===== src/rtl/fir_sym_pipe_pkg.sv =====
// Shared constants and helpers for the symmetric FIR: default Hamming low-pass
// half-table, accumulator sizing and the round/saturate step.
package fir_pkg;

  localparam int HAMMING_NHALF = 8;

  // Q1.8 half-table of a 15-tap Hamming low-pass; 2*sum(c[0..6]) + c[7] = 256
  localparam int HAMMING_LP_COEF [HAMMING_NHALF] = '{1, 3, 6, 12, 20, 29, 37, 40};

  function automatic int acc_width(input int dw, input int cw, input int nhalf);
    return dw + 1 + cw + $clog2(nhalf);
  endfunction

  function automatic int default_coef(input int k);
    return (k >= 0 && k < HAMMING_NHALF) ? HAMMING_LP_COEF[k] : 0;
  endfunction

  // Round half up, drop cfrac fraction bits, clamp to the signed dw-bit range
  function automatic logic signed [63:0] sat_round(input logic signed [63:0] acc,
                                                   input int cfrac, input int dw);
    logic signed [63:0] r;
    logic signed [63:0] hi;
    logic signed [63:0] lo;
    r  = (cfrac > 0) ? (acc + (64'sd1 <<< (cfrac - 1))) >>> cfrac : acc;
    hi = (64'sd1 <<< (dw - 1)) - 64'sd1;
    lo = -(64'sd1 <<< (dw - 1));
    if (r > hi)      r = hi;
    else if (r < lo) r = lo;
    return r;
  endfunction

endpackage


===== src/rtl/fir_sym_pipe_if.sv =====
// Streaming sample bus of fir_sym_pipe. With COEF_LOAD_EN defined it also
// carries the coefficient write port.
interface fir_sym_pipe_if
`ifdef COEF_LOAD_EN
  #(parameter int DW = 8, parameter int CW = 10, parameter int AW = 3);
`else
  #(parameter int DW = 8);
`endif

  logic                 clr;
  logic                 in_valid;
  logic signed [DW-1:0] xn;
  logic                 out_valid;
  logic signed [DW-1:0] yn;

`ifdef COEF_LOAD_EN
  logic                 coef_we;
  logic [AW-1:0]        coef_addr;
  logic signed [CW-1:0] coef_wdata;

  modport master (output clr, in_valid, xn, coef_we, coef_addr, coef_wdata,
                  input  out_valid, yn);
  modport slave  (input  clr, in_valid, xn, coef_we, coef_addr, coef_wdata,
                  output out_valid, yn);
`else
  modport master (output clr, in_valid, xn, input  out_valid, yn);
  modport slave  (input  clr, in_valid, xn, output out_valid, yn);
`endif

endinterface


===== src/rtl/fir_sym_pipe_adder_tree.sv =====
// Registered binary adder tree: N signed W-bit terms summed combinationally,
// one output register of width W+$clog2(N).
module fir_adder_tree #(
  parameter  int N  = 8,
  parameter  int W  = 19,
  localparam int OW = W + $clog2(N)
) (
  input  logic                 clk,
  input  logic                 n_rst,
  input  logic                 clr,
  input  logic [N-1:0][W-1:0]  i_din,
  output logic signed [OW-1:0] o_sum
);

  localparam int LV = $clog2(N);
  localparam int P  = 1 << LV;

  logic signed [OW-1:0] w_lvl [LV+1][P];

  // Missing leaves are zero so the tree stays a clean power of two
  always_comb begin
    w_lvl = '{default: '0};
    for (int i = 0; i < N; i++) w_lvl[0][i] = OW'($signed(i_din[i]));
    for (int l = 0; l < LV; l++)
      for (int i = 0; i < (P >> (l + 1)); i++)
        w_lvl[l+1][i] = w_lvl[l][2*i] + w_lvl[l][2*i+1];
  end

  always_ff @(posedge clk or negedge n_rst) begin
    if (!n_rst)   o_sum <= '0;
    else if (clr) o_sum <= '0;
    else          o_sum <= w_lvl[LV][0];
  end

endmodule


===== src/rtl/fir_sym_pipe.sv =====
// Symmetric type-I FIR, 4-stage pipeline (pre-add, multiply, sum, round/sat).
// Define COEF_LOAD_EN to get run-time writable coefficients.
module fir_sym_pipe
  import fir_pkg::*;
#(
  parameter int DW    = 8,
  parameter int NTAP  = 15,
  parameter int CW    = 10,
  parameter int CFRAC = 8
) (
  input logic           clk,
  input logic           n_rst,
  fir_sym_pipe_if.slave bus
);

  localparam int NHALF = (NTAP + 1) / 2;
  localparam int PW    = DW + 1;
  localparam int MW    = PW + CW;
  localparam int ACCW  = acc_width(DW, CW, NHALF);

  logic signed [DW-1:0]  r_x       [NTAP];
  logic signed [DW-1:0]  w_x_next  [NTAP];
  logic signed [PW-1:0]  w_p       [NHALF];
  logic signed [PW-1:0]  r_p       [NHALF];
  logic signed [CW-1:0]  w_c       [NHALF];
  logic signed [MW-1:0]  r_m       [NHALF];
  logic [NHALF-1:0][MW-1:0] w_tree_in;
  logic signed [ACCW-1:0] w_acc;
  logic [3:0]            r_vld;
  logic signed [DW-1:0]  r_yn;

  // NOTE: every always_comb output is given a default first, so no path can
  // leave it unassigned and no latch is inferred.
  always_comb begin
    w_x_next = r_x;
    if (bus.in_valid) begin
      w_x_next[0] = bus.xn;
      for (int k = 1; k < NTAP; k++) w_x_next[k] = r_x[k-1];
    end
  end

  // S1 pre-adds the post-shift line, so a sample reaches yn four edges after capture
  always_comb begin
    for (int k = 0; k < NHALF - 1; k++)
      w_p[k] = PW'(w_x_next[k]) + PW'(w_x_next[NTAP-1-k]);
    w_p[NHALF-1] = PW'(w_x_next[NHALF-1]);
  end

`ifdef COEF_LOAD_EN
  logic signed [CW-1:0] r_c [NHALF];

  // NOTE: the coefficient bank is reset to the package defaults rather than
  // left uninitialised, so the filter is usable straight out of reset.
  always_ff @(posedge clk or negedge n_rst) begin
    if (!n_rst) begin
      for (int k = 0; k < NHALF; k++) r_c[k] <= CW'(default_coef(k));
    end else if (bus.coef_we && (int'(bus.coef_addr) < NHALF)) begin
      r_c[bus.coef_addr] <= bus.coef_wdata;
    end
  end

  assign w_c = r_c;
`else
  always_comb begin
    for (int k = 0; k < NHALF; k++) w_c[k] = CW'(default_coef(k));
  end
`endif

  // NOTE: sequential state uses non-blocking assignments only, so every
  // register samples pre-edge values regardless of statement order.
  always_ff @(posedge clk or negedge n_rst) begin
    if (!n_rst) begin
      r_x <= '{default: '0};
      r_p <= '{default: '0};
      r_m <= '{default: '0};
    end else if (bus.clr) begin
      r_x <= '{default: '0};
      r_p <= '{default: '0};
      r_m <= '{default: '0};
    end else begin
      r_x <= w_x_next;
      r_p <= w_p;
      for (int k = 0; k < NHALF; k++) r_m[k] <= MW'(r_p[k]) * MW'(w_c[k]);
    end
  end

  always_comb begin
    for (int k = 0; k < NHALF; k++) w_tree_in[k] = r_m[k];
  end

  fir_adder_tree #(
    .N (NHALF),
    .W (MW)
  ) u_tree (
    .clk   (clk),
    .n_rst (n_rst),
    .clr   (bus.clr),
    .i_din (w_tree_in),
    .o_sum (w_acc)
  );

  // r_vld[2] marks a valid accumulator; yn only moves for valid samples
  always_ff @(posedge clk or negedge n_rst) begin
    if (!n_rst) begin
      r_vld <= '0;
      r_yn  <= '0;
    end else if (bus.clr) begin
      r_vld <= '0;
      r_yn  <= '0;
    end else begin
      r_vld <= {r_vld[2:0], bus.in_valid};
      if (r_vld[2]) r_yn <= DW'(sat_round(64'(w_acc), CFRAC, DW));
    end
  end

  assign bus.out_valid = r_vld[3];
  assign bus.yn        = r_yn;

endmodule


===== src/flat_wrapper.sv =====
// flat-port wrapper written by rule: the top's interface ports become plain ports
module fir_sym_pipe_flat import fir_pkg::*;
#(
  parameter int DW    = 8,
  parameter int NTAP  = 15,
  parameter int CW    = 10,
  parameter int CFRAC = 8
)
  (clk, n_rst, bus_clr, bus_in_valid, bus_xn, bus_out_valid, bus_yn);
  fir_sym_pipe_if #(.DW(DW)) bus_i ();
  input logic clk;
  input logic n_rst;
  input wire logic [$bits(bus_i.clr)-1:0] bus_clr;
  input wire logic [$bits(bus_i.in_valid)-1:0] bus_in_valid;
  input wire logic [$bits(bus_i.xn)-1:0] bus_xn;
  output wire logic [$bits(bus_i.out_valid)-1:0] bus_out_valid;
  output wire logic [$bits(bus_i.yn)-1:0] bus_yn;
  assign bus_i.clr = bus_clr;
  assign bus_i.in_valid = bus_in_valid;
  assign bus_i.xn = bus_xn;
  assign bus_out_valid = bus_i.out_valid;
  assign bus_yn = bus_i.yn;
  fir_sym_pipe #(.DW(DW), .NTAP(NTAP), .CW(CW), .CFRAC(CFRAC)) u_core (.clk(clk), .n_rst(n_rst), .bus(bus_i));
endmodule

===== config.mk =====
export PLATFORM = sky130hd
export DESIGN_NAME = fir_sym_pipe_flat
export DESIGN_NICKNAME = d
export VERILOG_FILES = /design/src/rtl/fir_sym_pipe_pkg.sv /design/src/rtl/fir_sym_pipe_if.sv /design/src/rtl/fir_sym_pipe_adder_tree.sv /design/src/rtl/fir_sym_pipe.sv /design/src/flat_wrapper.sv
export SDC_FILE = /design/constraint.sdc
export NUM_CORES = 1
export LEC_CHECK = 0
export BUFFER_PORTS_ARGS = -buffer_cell sky130_fd_sc_hd__buf_4
export CAP_MARGIN = 20
export CORE_ASPECT_RATIO = 1.1
export CORE_MARGIN = 2
export CORE_UTILIZATION = 57
export DETAILED_ROUTE_END_ITERATION = 16
export GPL_TIMING_DRIVEN = 0
export PLACE_DENSITY = 0.76
export SETUP_SLACK_MARGIN = 0.5
export SLEW_MARGIN = 30
export SYNTH_ARGS = -nofsm -noshare
export SYNTH_HDL_FRONTEND = slang
export SYNTH_SLANG_ARGS = --single-unit

===== constraint.sdc =====
create_clock -name clk -period 4.1 [get_ports clk]
set_clock_uncertainty 0.05 [all_clocks]
set_input_delay 0.615 -clock clk [delete_from_list [all_inputs] [get_ports clk]]
set_output_delay 0.615 -clock clk [all_outputs]
set_load 0.02 [all_outputs]

==> flow_summary.ini, run 1 <==
[timing]
worst_pin_slew_ns = 0.998
setup_viol = 14
finalCritPeriodShare_pct = 104
grt_setup_unrepaired = yes
final_hold_viol_count = 0
fin_setup_tns_ns = -1.00
layout_setup_ws_ns = -0.170
period_needed_ns = 4.27
relSlewSlack_pct = 33.5
fmax_mhz = 234
slew_viol_final = 0

[finish]
final_nets = 2417
fin_area_mm2 = 0.0236
layout-drive-gt1-share_pct = 16.3
fin_cells = 2577
area_delta_synth_final_pct = 13.3
n_antenna_cell = 0

[global_route]
grt_pass1_vias = 15000
met1_usage_pct = 33.5
gr-usage-met2_pct = 45.5
top_usage_layer = met2
grtUsageTotal_pct = 26.3
antenna_found_initial = 0
grt_pass1_wl_mm = 76.9
overflow = 0
grt_max_degree = 77
met3_usage_pct = 2.96

[power]
clockPowerShare_pct = 44.8
power_density_mw_per_mm2 = 280
p_sw_w = 0.00154
swShare_pct = 23.3
peakVddDrop_v = 0.000270
p_seq_share_pct = 47.7
pwr-share-comb_pct = 7.4
p_int_w = 0.00506
p_leak_nw = 12.1
finalPower_w = 0.00661

[logic_synthesis]
yosysMostFrequentCell = inv_1
yosysWarnings = 0
yosys.cell_types.count = 58
synth-simple-area-share_pct = 12.1
muxShareOfSynthArea_pct = 7.07
synthesis.area_mm2 = 0.0208
ys_seq_area_share_pct = 37.5
synth_ff_type = dfrtp_1
synth_edf_count = 0
syn_nets = 2324
synth_commonest_cells = inv_1, dfrtp_1, ha_1
yosysTopAreaCell = dfrtp_1
synth_top_family_by_area = adder cells
synth_top_area_share_pct = 37.5
synth-compound-area-share_pct = 8.55
synth_xor_area_share_pct = 2.99
avgSynthCellArea_um2 = 10.5
async_flop_share_pct = 100
post_synth_inst_count = 1977
synth_seq_cells = 312
ys_top_cells_by_area = dfrtp_1, ha_1, fa_1
synthAdderAreaFrac_pct = 24.7

[route]
wl_mm = 47.7
initialDrtViolationCount = 769
viasPerCell = 5.45
postRouteAntennaNets = 0
dr.pass1.iters = 6
wl_per_cell_um = 18.5
via_count = 14000
remaining_drc_errors = 0

[floorplan]
start_util_pct = 57.7
die_w_um = 186
die-area_mm2 = 0.0381
ios = 21
die_y_um = 204
num_rows = 73
coreArea_mm2 = 0.0361

[clocking]
cts.htree.levels = 2
clock-sinks = 312
cts_root_buffer = clkbuf_16
clkLatencyLatePin_ns = 0.52
path_clk_slew_ns = 0.06
cts_max_path_buffers = 3
cts_inserted_buffers = 34
cts_tree = done

[outcome]
violations = setup timing
status = finished with violations

[placed_design]
routabilityCongestion = 0.888
portBuffers = 18
hpwl_mm = 36.8
place_ws_ns = -0.519
dp_cells = 2487
placedInstanceArea_mm2 = 0.0219

[worst_setup_path]
worstPathMaxFanout = 2
required_ns = 4.42
startpoint_type = flip-flop
setup.worst_path.class = flip-flop to flip-flop
arrival_ns = 4.59
cp-end-kind = flip-flop

[flow_run]
maxCapViolations = 0

[min_path]
hp-class = flip-flop to flip-flop
==> cell usage in the layout (no fill, tap or decap), drive strengths merged, types with 4 or more instances in the layout <==
| master | count |
|---|---|
| and3 | 5 |
| nor4 | 7 |
| or2 | 4 |
| a211oi | 6 |
| nor2 | 119 |
| clkbuf | 97 |
| or3 | 15 |
| buf | 62 |
| a31oi | 4 |
| xnor2 | 48 |
| nor3 | 48 |
| o41ai | 5 |
| o21ai | 44 |
| fa | 127 |
| nor3b | 13 |
| mux2 | 120 |
| a21boi | 6 |
| nor2b | 187 |
| nand2 | 27 |
| or4 | 5 |
| mux2i | 12 |
| nand4 | 5 |
| ha | 208 |
| o31ai | 6 |
| o211ai | 22 |
| inv | 342 |
| dfrtp | 312 |
| nand2b | 12 |
| a21o | 30 |
| a21oi | 81 |
| o21a | 23 |
| xor2 | 23 |
| a2111oi | 10 |
| o21bai | 21 |
| nand3 | 13 |
==> metal layers <==
layer / part of all wire (%) / wire, um
met1: 42 / 19900
met2: 51 / 24300
met3: 3.2 / 1520
met4: 4.3 / 2050
met5: 0 / 0
==> final cells by class <==
type	count	area, um2
Tap cell	487	609
Buffer	52	214
Clock buffer	51	1020
Multi-Input combinational cell	1272	12000
Inverter	341	1280
Sequential cell	312	7810
Fill cell	2715	12500
Timing Repair Buffer	57	544
Clock inverter	5	53.8
==> state kept, by name (all words and copies together), names as in the netlist <==
register             flops
u_core.bus.yn            8
u_core.r_m             102
u_core.r_p              64
u_core.r_vld             4
u_core.r_x             119
u_core.u_tree.o_sum     15
==> cells by family after synthesis <==
kind of cell             Yosys count
multiplexers                     132
buffers and inverters            393
AND/OR/NAND/NOR                  465
XOR/XNOR                          71
adder cells (fa/ha/maj)          335
flip-flops                       312
AO/OA/AOI/OAI                    269
==> path summary, 6_finish.rpt <==
kind                                 startpoint  cells after the start                     end  slack [ns]
worst max-delay path              u_core.r_m[3]                     17  u_core.u_tree.o_sum[9]       -0.17
max in group asynchronous                 n_rst                      4          u_core.r_p[18]        2.40
worst min-delay path            u_core.r_vld[1]                      1         u_core.r_vld[2]        0.41
min in group asynchronous                 n_rst                      2         u_core.r_x[115]        0.54
worst max register to register    u_core.r_m[3]                     17  u_core.u_tree.o_sum[9]       -0.17
worst min register to register  u_core.r_vld[1]                      1         u_core.r_vld[2]        0.41
==> metrics by stage <==
stage	utilization [%]	hold slack [ns]
after detailed placement	60.6	0.405
after floorplan	-	0.269
after global placement	60.2	0.395
final	65.4	0.413
after global routing	65.4	0.441
after CTS	64.4	0.407
==> power by group through the flow <==
stage	logic (W)	registers (W)	clock network, W
6_report	0.000492	0.00315	0.00296
5_1_grt	0.000547	0.00315	0.00315
4_1_cts	0.000485	0.00315	0.00302
3_5_place_dp	0.000471	0.00321	0
3_3_place_gp	0.000443	0.00321	0
2_1_floorplan	0.000276	0.00320	0
==> worst max-delay path, stage by stage, from the launching register on <==
cell and delay, ns:
dfrtp_1 0.34, inv_2 0.04, fa_2 0.61, inv_2 0.05, fa_1 0.47, fa_1 0.49, inv_1 0.05, fa_1 0.43
or4b_4 0.51, o211ai_4 0.24, buf_4 0.16, buf_6 0.08, buf_6 0.10, a21oi_4 0.05, buf_6 0.13, o21bai_4 0.14
xnor2_1 0.13, nor2_1 0.06
==> what timing repair did <==
item | CTS | global route
hold buffers | 1 | 0
resized for setup | 40 | 72
gates cloned | 0 | 0
pin swaps | 67 | 58
endpoints found under the hold margin | 45 | 0
endpoints found under the setup margin | 33 | 32
buffers inserted | 21 | 12
Power figures use the tool's default switching activity.
==> inputs of run 2 (changes only) <==
--- a/config.mk
+++ b/config.mk
@@ -18,3 +18,4 @@
 export SYNTH_ARGS = -nofsm -noshare
 export SYNTH_HDL_FRONTEND = slang
 export SYNTH_SLANG_ARGS = --single-unit
+export TNS_END_PERCENT = 10
==> run 2 against run 1 <==
The flow finishes with violations (hold timing, setup timing). Cell count decreased by 0.93%. Sequential cell count unchanged. Worst setup slack got worse by 0.0092 ns.
==> flow_summary.ini, run 2 (synthesis results as in run 1) <==
[outcome]
status = finished with violations
violations = hold timing, setup timing

[clocking]
clock-sinks = 312
cts.htree.levels = 2
path_clk_slew_ns = 0.05
cts_tree = done
cts_inserted_buffers = 35
cts_max_path_buffers = 3
clkLatencyLatePin_ns = 0.54
cts_root_buffer = clkbuf_16

[finish]
layout-drive-gt1-share_pct = 13.2
fin_cells = 2553
final_nets = 2389
fin_area_mm2 = 0.0232
largestRegisters = u_core.r_x (119), u_core.r_m (102), u_core.r_p (64)
max_flop_register = u_core.r_x
fill_cells = 2772
final_common_cell = inv_1
largest_reg_flops = 119
layout_common_cells = inv_1, dfrtp_1, ha_1
area_delta_synth_final_pct = 11.3
n_antenna_cell = 0

[floorplan]
ios = 21
die-area_mm2 = 0.0381
start_util_pct = 57.7
die_y_um = 204
coreArea_mm2 = 0.0361
die_w_um = 186
num_rows = 73

[worst_setup_path]
arrival_ns = 4.69
setup.worst_path.class = flip-flop to flip-flop
required_ns = 4.51
startpoint_type = flip-flop
crit_family = adder cells
cp_slowest_cell = fa_2
worstPathMaxFanout = 6
path_common_cell = fa_1
cp-end-kind = flip-flop
worstPathCellList = inv_2 > fa_2 > inv_2 > fa_1 > fa_1 > inv_1 > fa_1 > or4b_4 > o211ai_4 > nand4_4 > a211oi_4 > buf_4 > o211a_1 > a311o_1
cp.buffers_inverters = 4
max_stage_delay_ns = 0.61

[global_route]
antenna_found_initial = 0
grt_max_degree = 87
grtUsageTotal_pct = 26.2
overflow = 0
grt_pass1_wl_mm = 76.9
grt_pass1_vias = 14900

[route]
viasPerCell = 5.47
postRouteAntennaNets = 0
wl_per_cell_um = 18.5
dr.pass1.iters = 5
initialDrtViolationCount = 689
remaining_drc_errors = 0
via_count = 14000
wl_mm = 47.2

[power]
p_leak_nw = 12.0
swShare_pct = 23.4
p_sw_w = 0.00160
p_seq_share_pct = 46.3
power_density_mw_per_mm2 = 294
pwr-share-comb_pct = 7.0
p_int_w = 0.00521
peakVddDrop_v = 0.000258
clockPowerShare_pct = 46.8

[flow_run]
maxCapViolations = 0

[timing]
finalCritPeriodShare_pct = 104
final_hold_viol_count = 3
fin_hold_ws_ns = -0.0383
slew_viol_final = 0
fmax_mhz = 234
relSlewSlack_pct = 32.6
layout_setup_ws_ns = -0.179
grt_setup_unrepaired = yes
worst_pin_slew_ns = 1.01
setup_viol = 11
period_needed_ns = 4.28

[placed_design]
placedInstanceArea_mm2 = 0.0217
routabilityCongestion = 0.874
portBuffers = 18
dp_cells = 2485
hpwl_mm = 36.0

[min_path]
hp-class = primary input to async pin
==> run 2: cell count changes in the layout (fill, tap and decap cells not counted), moves of 4 or more <==
| cell | delta |
|---|---|
| a21oi_1 | +4 |
| a21oi_4 | -5 |
| buf_4 | -20 |
| buf_6 | -7 |
| fa_1 | +8 |
| fa_2 | -8 |
| ha_1 | +9 |
| ha_4 | -6 |
| inv_1 | +18 |
| inv_2 | -17 |
| o21ai_1 | +4 |
==> run 2: power by group through the flow <==
stage,sequential [W],combinational (W),clock (W)
floorplan,0.00320,0.000271,0
global placement,0.00321,0.000438,0
detailed placement,0.00321,0.000460,0
CTS,0.00315,0.000468,0.00323
global route,0.00315,0.000529,0.00335
finish,0.00315,0.000474,0.00318
==> run 2: final timing paths <==
check / from / to / slack (ns) / cells after the start
min reg2reg: u_core.r_vld[0] / u_core.r_vld[1] / 0.41 / 1
max in group asynchronous: n_rst / u_core.r_x[89] / 2.79 / 3
max: u_core.r_m[3] / u_core.u_tree.o_sum[19] / -0.18 / 14
min in group clk: u_core.r_vld[0] / u_core.r_vld[1] / 0.41 / 1
max reg2reg: u_core.r_m[3] / u_core.u_tree.o_sum[19] / -0.18 / 14
min: n_rst / u_core.r_m[55] / -0.04 / 1
==> run 2: stage by stage <==
step | total power (W) | setup slack, ns | hold WS [ns] | TNS, ns | util (%)
global route | 0.00704 | -0.337 | 0.0137 | -2.85 | 64.2
global placement | 0.00364 | -0.427 | 0.394 | -107.38 | 60.0
CTS | 0.00685 | -0.235 | 0.00142 | -1.63 | 63.8
floorplan | 0.00347 | 0.0534 | 0.269 | 0 | -
finish | 0.00681 | -0.179 | -0.0383 | -1.28 | 64.2
detailed placement | 0.00367 | -0.414 | 0.403 | -3.80 | 60.2
==> run 2: layer usage <==
metal	part of all wire [%]	GRT usage, %
met1	42	33.1
met2	50	45.8
met3	3.0	2.89
met4	4.7	10.8
met5	0	0
==> run 2: final cells by class <==
| cell class | count | area, um2 | area share [%] |
|---|---|---|---|
| plain buffers | 52 | 209 | 0.902 |
| clock buffers | 50 | 1020 | 4.41 |
| clock inverters | 11 | 149 | 0.643 |
| inverters | 341 | 1280 | 5.52 |
| multi-input cells | 1272 | 11800 | 51.0 |
| flip-flops and latches | 312 | 7810 | 33.7 |
| well taps | 487 | 609 | 2.63 |
| repair buffers | 28 | 278 | 1.20 |
==> run 2: timing repair <==
action | 4_1_cts | 5_1_grt
resized for setup | 25 | 35
endpoints found under the setup margin | 28 | 28
setup buffers | 3 | 4
pin swaps | 29 | 52
hold buffers | 0 | 0
==> inputs of run 3 (changes only) <==
--- a/config.mk
+++ b/config.mk
@@ -9,10 +9,9 @@
 export CAP_MARGIN = 20
 export CORE_ASPECT_RATIO = 1.1
 export CORE_MARGIN = 2
-export CORE_UTILIZATION = 57
+export CORE_UTILIZATION = 29
 export DETAILED_ROUTE_END_ITERATION = 16
 export GPL_TIMING_DRIVEN = 0
-export PLACE_DENSITY = 0.76
 export SETUP_SLACK_MARGIN = 0.5
 export SLEW_MARGIN = 30
 export SYNTH_ARGS = -nofsm -noshare
==> run 3 against run 2 <==
The flow finishes with violations (setup timing). Fmax increased by 0.84%. First-iteration DRC count down 15%. Critical path depth rose by 1. Non-clock buffer count is 4 higher.
==> flow_summary.ini, run 3 (synthesis results as in run 1) <==
[finish]
fill_cells = 7215
fin_area_mm2 = 0.0239
fin_cells = 3016
area_delta_synth_final_pct = 14.6
largestRegisters = u_core.r_x (119), u_core.r_m (102), u_core.r_p (64)
layout-drive-gt1-share_pct = 14.3
final_nets = 2394
largest_reg_flops = 119
layout_common_cells = inv_1, dfrtp_1, ha_1
final_util_pct = 33.4
final_common_cell = inv_1
max_flop_register = u_core.r_x
n_antenna_cell = 0

[clocking]
clock-sinks = 312
cts_root_buffer = clkbuf_16
cts_tree = done
cts_max_path_buffers = 3
cts_inserted_buffers = 36
cts.htree.levels = 2
path_clk_slew_ns = 0.06
clkLatencyLatePin_ns = 0.53

[global_route]
grt_pass1_wl_mm = 79.0
grt_max_degree = 87
antenna_found_initial = 0
overflow = 0
grtUsageTotal_pct = 13.4
grt_pass1_vias = 14700

[worst_setup_path]
cp-end-kind = flip-flop
arrival_ns = 4.62
max_stage_delay_ns = 0.55
reg2reg_to = u_core.u_tree.o_sum[16]
required_ns = 4.48
worstPathCellList = inv_1 > fa_1 > inv_2 > fa_2 > fa_1 > inv_1 > fa_1 > inv_1 > ha_4 > a21o_1 > a21o_1 > a211oi_2 > a21oi_2 > or3_1 > a21oi_1
r2r-start = u_core.r_m[88]
rr_worst_depth = 15
cp.buffers_inverters = 4
setup.worst_path.class = flip-flop to flip-flop
ff2ff_setup_slack_ns = -0.14
setup.worst_path.start = u_core.r_m[88]
crit_family = adder cells
startpoint_type = flip-flop
cp_slowest_cell = fa_1
worstPathMaxFanout = 4

[floorplan]
ios = 21
num_rows = 103
coreArea_mm2 = 0.0714
die-area_mm2 = 0.0740
start_util_pct = 29.2
die_w_um = 259
die_y_um = 285

[placed_design]
routabilityCongestion = 0.822
hpwl_mm = 38.0
portBuffers = 18
placedInstanceArea_mm2 = 0.0223
dp_cells = 2944

[outcome]
status = finished with violations
violations = setup timing

[route]
viasPerCell = 4.52
via_count = 13600
wl_per_cell_um = 16.1
dr.pass1.iters = 4
wl_mm = 48.4
postRouteAntennaNets = 0
initialDrtViolationCount = 585
remaining_drc_errors = 0

[power]
p_leak_nw = 12.1
power_density_mw_per_mm2 = 288
finalPower_w = 0.00688
peakVddDrop_v = 0.000239

[timing]
worst_pin_slew_ns = 1.01
layout_setup_ws_ns = -0.143
final_hold_viol_count = 0
grt_setup_unrepaired = yes
slew_viol_final = 0
fmax_mhz = 236
relSlewSlack_pct = 32.6
finalCritPeriodShare_pct = 103
fin_setup_tns_ns = -0.800
period_needed_ns = 4.24
setup_viol = 9

[min_path]
hp-class = primary input to async pin

[flow_run]
maxCapViolations = 0
==> run 3: cell count changes in the layout (fill, tap and decap cells not counted), sizes merged <==
cell      previous run  this run
buf                 35        38
bufinv               3         4
clkinv               2         6
clkinvlp             3         1
inv                344       343
==> run 3: worst register-to-register path, cell delays in order, from the launching register on <==
cell      delay [ns]
dfrtp_1         0.34
inv_1           0.06
fa_1            0.53
inv_2           0.05
fa_2            0.49
fa_1            0.55
inv_1           0.06
fa_1            0.53
inv_1           0.06
ha_4            0.16
a21o_1          0.18
a21o_1          0.20
a211oi_2        0.29
a21oi_2         0.12
or3_1           0.35
a21oi_1         0.14
==> run 3: worst max path at each step <==
stage                                   end  depth (start not counted)
finish              u_core.u_tree.o_sum[16]                         15
global placement             u_core.r_p[17]                         12
detailed placement           u_core.r_p[17]                         12
global route        u_core.u_tree.o_sum[16]                         15
CTS                 u_core.u_tree.o_sum[19]                         14
floorplan           u_core.u_tree.o_sum[19]                         13
==> run 3: where the power goes <==
| group | switching [W] | leakage (nW) | internal (W) |
|---|---|---|---|
| Combinational | 0.000305 | 7.17 | 0.000169 |
| Clock | 0.00127 | 0.583 | 0.00198 |
| Sequential | 0.0000330 | 4.32 | 0.00312 |
| Total | 0.00161 | 12.1 | 0.00527 |
==> run 3: stage by stage <==
step	worst slack, ns	hold WS [ns]
4_1_cts	-0.199	0.0481
3_3_place_gp	-0.555	0.407
2_1_floorplan	0.0534	0.269
3_5_place_dp	-0.547	0.430
6_report	-0.143	0.0358
5_1_grt	-0.312	0.0723
==> run 3: cell type report <==
cell class                      count  area, um2  share of cell area [%]
Multi-Input combinational cell   1272      11900                    49.7
Sequential cell                   312       7810                    32.7
Inverter                          341       1280                    5.36
Tap cell                          945       1180                    4.95
Clock buffer                       49       1010                    4.24
Timing Repair Buffer               32        328                    1.37
Buffer                             52        215                   0.902
Clock inverter                     13        175                   0.734
==> run 3: routing by layer <==
metal | share of wire [%] | wire length, um | GRT usage, %
met1 | 43 | 20900 | 16.3
met2 | 51 | 24900 | 24.3
met3 | 2.0 | 983 | 1.36
met4 | 3.3 | 1590 | 4.51
met5 | 0 | 0 | 0
==> run 3: repair_timing <==
item | 4_1_cts | 5_1_grt
pin swaps | 30 | 53
gates resized for setup | 41 | 42
endpoints found under the hold margin | 0 | 0
setup buffers | 5 | 5
setup endpoints to repair | 39 | 28
hold buffers | 0 | 0
